$ cat config.mk
export PLATFORM = sky130hd
export DESIGN_NAME = instr_fetch_decode
export DESIGN_NICKNAME = d
export VERILOG_FILES = /design/src/rtl/instr_fetch_decode.sv
export SDC_FILE = /design/constraint.sdc
export NUM_CORES = 1
export LEC_CHECK = 0
export CAP_MARGIN = 30
export CORE_UTILIZATION = 57
export DETAILED_ROUTE_END_ITERATION = 16
export DONT_BUFFER_PORTS = 1
export PLACE_DENSITY_LB_ADDON = 0.15
export RECOVER_POWER = 25
export SYNTH_ARGS = -nofsm -noshare
export SYNTH_HDL_FRONTEND = slang
export SYNTH_SLANG_ARGS = --single-unit
$ cat constraint.sdc
create_clock -name clk -period 2.1 [get_ports clk]
set_input_delay 0.315 -clock clk [delete_from_list [all_inputs] [get_ports clk]]
set_output_delay 0.315 -clock clk [all_outputs]
set_load 0.005 [all_outputs]
$ cat src/rtl/instr_fetch_decode.sv
// instr_fetch_decode: per-thread instruction fetch and decode stage feeding the functional unit
module instr_fetch_decode #(
    parameter int PC_STEP   = 4,
    parameter int CNT_WIDTH = 16
) (
    input  logic                 clk,
    input  logic                 rst,
    input  logic                 start,
    input  logic [31:0]          starting_pc,
    output logic                 imem_req,
    output logic [31:0]          imem_addr,
    input  logic [31:0]          imem_rdata,
    input  logic                 imem_valid,
    input  logic                 fu_ready,
    output logic                 instr_valid,
    output logic [2:0]           type_instruction,
    output logic [4:0]           regnum_1,
    output logic [4:0]           regnum_2,
    output logic [4:0]           dest_reg,
    output logic [5:0]           shammt,
    output logic                 busy,
    output logic                 done,
    output logic                 illegal_op,
    output logic [CNT_WIDTH-1:0] instr_count
);
    typedef enum logic [1:0] {IDLE, FETCH, ISSUE, DONE} state_t;

    state_t               state_q, state_d;
    logic [31:0]          pc_q, pc_d;
    logic [2:0]           type_q, type_d;
    logic [4:0]           rs1_q, rs1_d, rs2_q, rs2_d, rd_q, rd_d;
    logic [5:0]           sh_q, sh_d;
    logic                 ill_q, ill_d;
    logic [CNT_WIDTH-1:0] cnt_q, cnt_d;
    logic [2:0]           dec_type;
    logic                 dec_ill;
    logic                 unused_bits;

    assign unused_bits = ^imem_rdata[4:0];

    // opcode to operation code; anything unmapped is treated as HALT and flagged
    always_comb begin
        dec_type = 3'b111;
        dec_ill  = 1'b0;
        case (imem_rdata[31:26])
            6'h00:   dec_type = 3'b000;
            6'h01:   dec_type = 3'b001;
            6'h02:   dec_type = 3'b010;
            6'h03:   dec_type = 3'b011;
            6'h10:   dec_type = 3'b100;
            6'h11:   dec_type = 3'b101;
            6'h3F:   dec_type = 3'b111;
            default: dec_ill  = 1'b1;
        endcase
    end

    // next state: start capture, fetch acceptance and issue handshake
    always_comb begin
        state_d = state_q;
        pc_d    = pc_q;
        type_d  = type_q;
        rs1_d   = rs1_q;
        rs2_d   = rs2_q;
        rd_d    = rd_q;
        sh_d    = sh_q;
        ill_d   = ill_q;
        cnt_d   = cnt_q;
        case (state_q)
            IDLE, DONE: if (start) begin
                pc_d    = starting_pc;
                cnt_d   = '0;
                ill_d   = 1'b0;
                state_d = FETCH;
            end
            FETCH: if (imem_valid) begin
                type_d  = dec_type;
                rd_d    = imem_rdata[25:21];
                rs1_d   = imem_rdata[20:16];
                rs2_d   = imem_rdata[15:11];
                sh_d    = imem_rdata[10:5];
                ill_d   = ill_q | dec_ill;
                state_d = ISSUE;
            end
            ISSUE: if (fu_ready) begin
                cnt_d   = cnt_q + CNT_WIDTH'(1);
                state_d = (type_q == 3'b111) ? DONE : FETCH;
                pc_d    = (type_q == 3'b111) ? pc_q : pc_q + 32'(PC_STEP);
            end
            default: state_d = IDLE;
        endcase
    end

    // state register; reset returns to IDLE with every output zero
    always_ff @(posedge clk or posedge rst) begin
        if (rst) begin
            state_q <= IDLE;
            pc_q    <= '0;
            type_q  <= '0;
            rs1_q   <= '0;
            rs2_q   <= '0;
            rd_q    <= '0;
            sh_q    <= '0;
            ill_q   <= 1'b0;
            cnt_q   <= '0;
        end else begin
            state_q <= state_d;
            pc_q    <= pc_d;
            type_q  <= type_d;
            rs1_q   <= rs1_d;
            rs2_q   <= rs2_d;
            rd_q    <= rd_d;
            sh_q    <= sh_d;
            ill_q   <= ill_d;
            cnt_q   <= cnt_d;
        end
    end

    assign imem_req         = (state_q == FETCH);
    assign imem_addr        = pc_q;
    assign instr_valid      = (state_q == ISSUE);
    assign type_instruction = type_q;
    assign regnum_1         = rs1_q;
    assign regnum_2         = rs2_q;
    assign dest_reg         = rd_q;
    assign shammt           = sh_q;
    assign busy             = (state_q == FETCH) || (state_q == ISSUE);
    assign done             = (state_q == DONE);
    assign illegal_op       = ill_q;
    assign instr_count      = cnt_q;
endmodule

==> flow_metrics.py <==
metrics = {
    "global_routing": {
        "grt_pass1_wl_mm": 15.7,
        "gr-usage-all-layers": 0.269,
        "grt_max_degree": 43,
        "grt_remaining_overflow": 0,
        "antenna_found_initial": 0,
        "grt_pass1_vias": 3377,
    },
    "clocking": {
        "htree_levels": 3,
        "cts.path.max_buffers": 2,
        "cts_root_buffer": "clkbuf_8",
        "numCtsBuffers": 9,
        "cts_num_sinks": 75,
        "cts_tree": "yes",
        "clkTransAtPathRegs_ns": 0.07,
        "clock_latency_ns": 0.34,
        "cts_setup_buffers": 0,
    },
    "worst_setup_path": {
        "regToRegEndpoint": "imem_addr[6]",
        "cp_cell_sequence": "inv_1 > ha_2 > and2b_1 > nor3_4 > nand2_2 > buf_4 > o21ai_0 > o21ai_0",
        "path_class": "reg -> reg",
        "slowest_delay_ns": 0.39,
        "start_kind": "flop",
        "slowest_stage": "dfrtp_1",
        "critical_path.top_delay_family": "simple AND/OR/NAND/NOR gates",
        "crit_fanout": 12,
        "worstPathRequired_ns": 2.31,
        "cp_common_cell": "o21ai_0",
        "path_buf_inv": 2,
        "ff2ff_path_depth": 8,
        "rr_startpoint": "state_q[0]",
        "r2r_slack_ns": 0.10,
        "critPathCaptureType": "flop",
        "cp.arrival_ns": 2.20,
    },
    "min_path": {
        "worstHoldStart": "starting_pc[16]",
        "hold_path_end": "imem_addr[16]",
        "hold_depth": 1,
        "holdCritPathClass": "in -> reg",
    },
    "logic_synthesis": {
        "synth_edf_count": 0,
        "yosysUniqueCellTypes": 60,
        "synth_area_leaders": "dfrtp_1, mux2_2, a21oi_1",
        "mappedNetlistArea_um2": 4070,
        "ys_seq_area_frac": 0.462,
        "syn_avg_cell_area_um2": 9.80,
        "yosysTopAreaCell": "dfrtp_1",
        "async_flop_share": 1.00,
        "synth-main-ff-cell": "dfrtp_1",
        "synth_seq_cells": 75,
        "postSynthCellCount": 415,
        "synth_nets": 490,
        "ys_warn_count": 0,
        "synth_top_area_share": 0.462,
    },
    "detailed_routing": {
        "drc": 0,
        "routed_wl_mm": 9.65,
        "wl_per_cell_um": 18.3,
        "drt_first_pass_iters": 4,
        "via_per_inst": 6.35,
        "num_vias": 3345,
        "drt-initial-drc-count": 188,
        "ant_nets": 0,
    },
    "die": {
        "core_area_um2": 6830,
        "dieArea_um2": 7470,
        "io_pins": 146,
        "die_h_um": 86.5,
        "start_util": 0.595,
        "rows": 30,
        "die_x_um": 86.5,
    },
    "cells_and_area": {
        "fillCellCount": 569,
        "final_cell_count_no_fill": 527,
        "largest_register_ffs": 32,
        "seqCellArea_um2": 1880,
        "multiInputGateArea_um2": 2060,
        "drive_gt1_frac": 0.186,
        "nets": 501,
        "antenna_cells": 0,
        "mostFrequentLayoutCells": "dfrtp_1, nand2_1, a21oi_1",
        "syn2layout_area_growth_pct": 9.97,
        "final_common_cell": "dfrtp_1",
        "fin_util": 0.654,
    },
    "sta": {
        "period_share": 0.950,
        "max_freq_ghz": 0.501,
        "finalMaxSlewViolations": 0,
        "rsz0062_at_grt": "true",
        "tns_ns": 0,
        "tightest_slew_ns": 1.41,
        "skew_ns": 0.00941,
        "setup_violations": 0,
        "maxSlewHeadroom": 0.0539,
        "layout_min_cycle_time_ns": 2.00,
        "hold_viol_final": 0,
        "whs_ns": 0.113,
    },
    "pwr": {
        "leakagePower_uw": 0.00184,
        "p_per_area_nw_per_um2": 1430,
        "power_uw": 6380,
        "ir_worst_vdd_mv": 0.727,
    },
    "placed_design": {
        "numPortBuffers": 0,
        "placed_cells": 510,
        "gp_congestion": 0.846,
        "dpl.hpwl_mm": 6.90,
    },
    "run_status": {
        "status": "finished clean",
    },
    "run": {
        "drv_cap": 0,
    },
}
cells in the mapped netlist, drive strengths merged, types with 2 or more instances:
master	instances
dfrtp	75
nand2	39
a21oi	35
nor2	32
o21ai	29
nand3	27
mux2	21
nand4	17
clkbuf	13
inv	10
buf	9
xor2	9
a2bb2oi	8
and3	8
nor3	8
a31oi	6
ha	6
and4	5
mux2i	5
nor4	5
o22ai	5
and2	4
nand2b	4
o22a	4
a311oi	3
o31ai	3
nor2b	2
nor4b	2
o32ai	2
or3	2
worst reg2reg max path, stage by stage (launching register included):
cell and delay (ns):
dfrtp_1 0.39, inv_1 0.06, ha_2 0.31, and2b_1 0.27
nor3_4 0.21, nand2_2 0.14, buf_4 0.21, o21ai_0 0.16
o21ai_0 0.11
worst max path at each step:
stage / start / to / slack (ns) / depth (start not counted)
floorplan: state_q[0] / imem_addr[6] / 0.12 / 8
global placement: state_q[0] / imem_addr[6] / 0.14 / 8
detailed placement: state_q[0] / imem_addr[6] / 0.07 / 8
CTS: state_q[0] / imem_addr[6] / 0.05 / 8
global route: state_q[0] / imem_addr[28] / -0.006 / 8
finish: state_q[0] / imem_addr[6] / 0.10 / 8
cell families (layout without fill, tap and decap cells):
family	Yosys count	count (layout)	share of synthesized area
AND/OR/NAND/NOR	158	158	0.217
AO/OA/AOI/OAI	108	108	0.173
flip-flops	75	75	0.462
buffers and inverters	32	48	0.0379
multiplexers	26	26	0.0705
XOR/XNOR	10	10	0.0215
adder cells (fa/ha/maj)	6	6	0.0185
area by class of cell:
cell class                 instances  area share
clock buffer                      11      0.0339
clock inverter                     5     0.00616
inverter                          10     0.00868
multi-input combinational        308       0.462
sequential                        75       0.420
tap                               96      0.0269
timing repair buffer              22      0.0431
where the power goes:
| group | switching [uW] | internal (uW) | total [uW] |
|---|---|---|---|
| Combinational | 1510 | 1160 | 2670 |
| Clock | 512 | 485 | 998 |
| Sequential | 689 | 2030 | 2720 |
| Total | 2710 | 3680 | 6380 |
per-stage QoR:
stage,worst slack (ns),area (um2)
6_report,0.105,4470
5_1_grt,-0.00597,4470
4_1_cts,0.0458,4450
3_5_place_dp,0.0749,4260
3_3_place_gp,0.137,4260
2_1_floorplan,0.121,4070
layer usage:
metal  track usage  vias to the layer above  part of all wire
li1              -                     1554                 -
met1         0.338                     1611              0.42
met2         0.433                      161              0.47
met3        0.0905                       19             0.095
met4         0.103                        0             0.014
met5             0                        -                 0
repair_timing:
| action | 4_1_cts | 5_1_grt |
|---|---|---|
| hold endpoints to repair | 28 | 0 |
| setup endpoints to repair | 0 | 20 |
| gates resized for setup | 0 | 4 |
| hold buffers | 1 | 0 |
(Power assumes the default switching activity.)
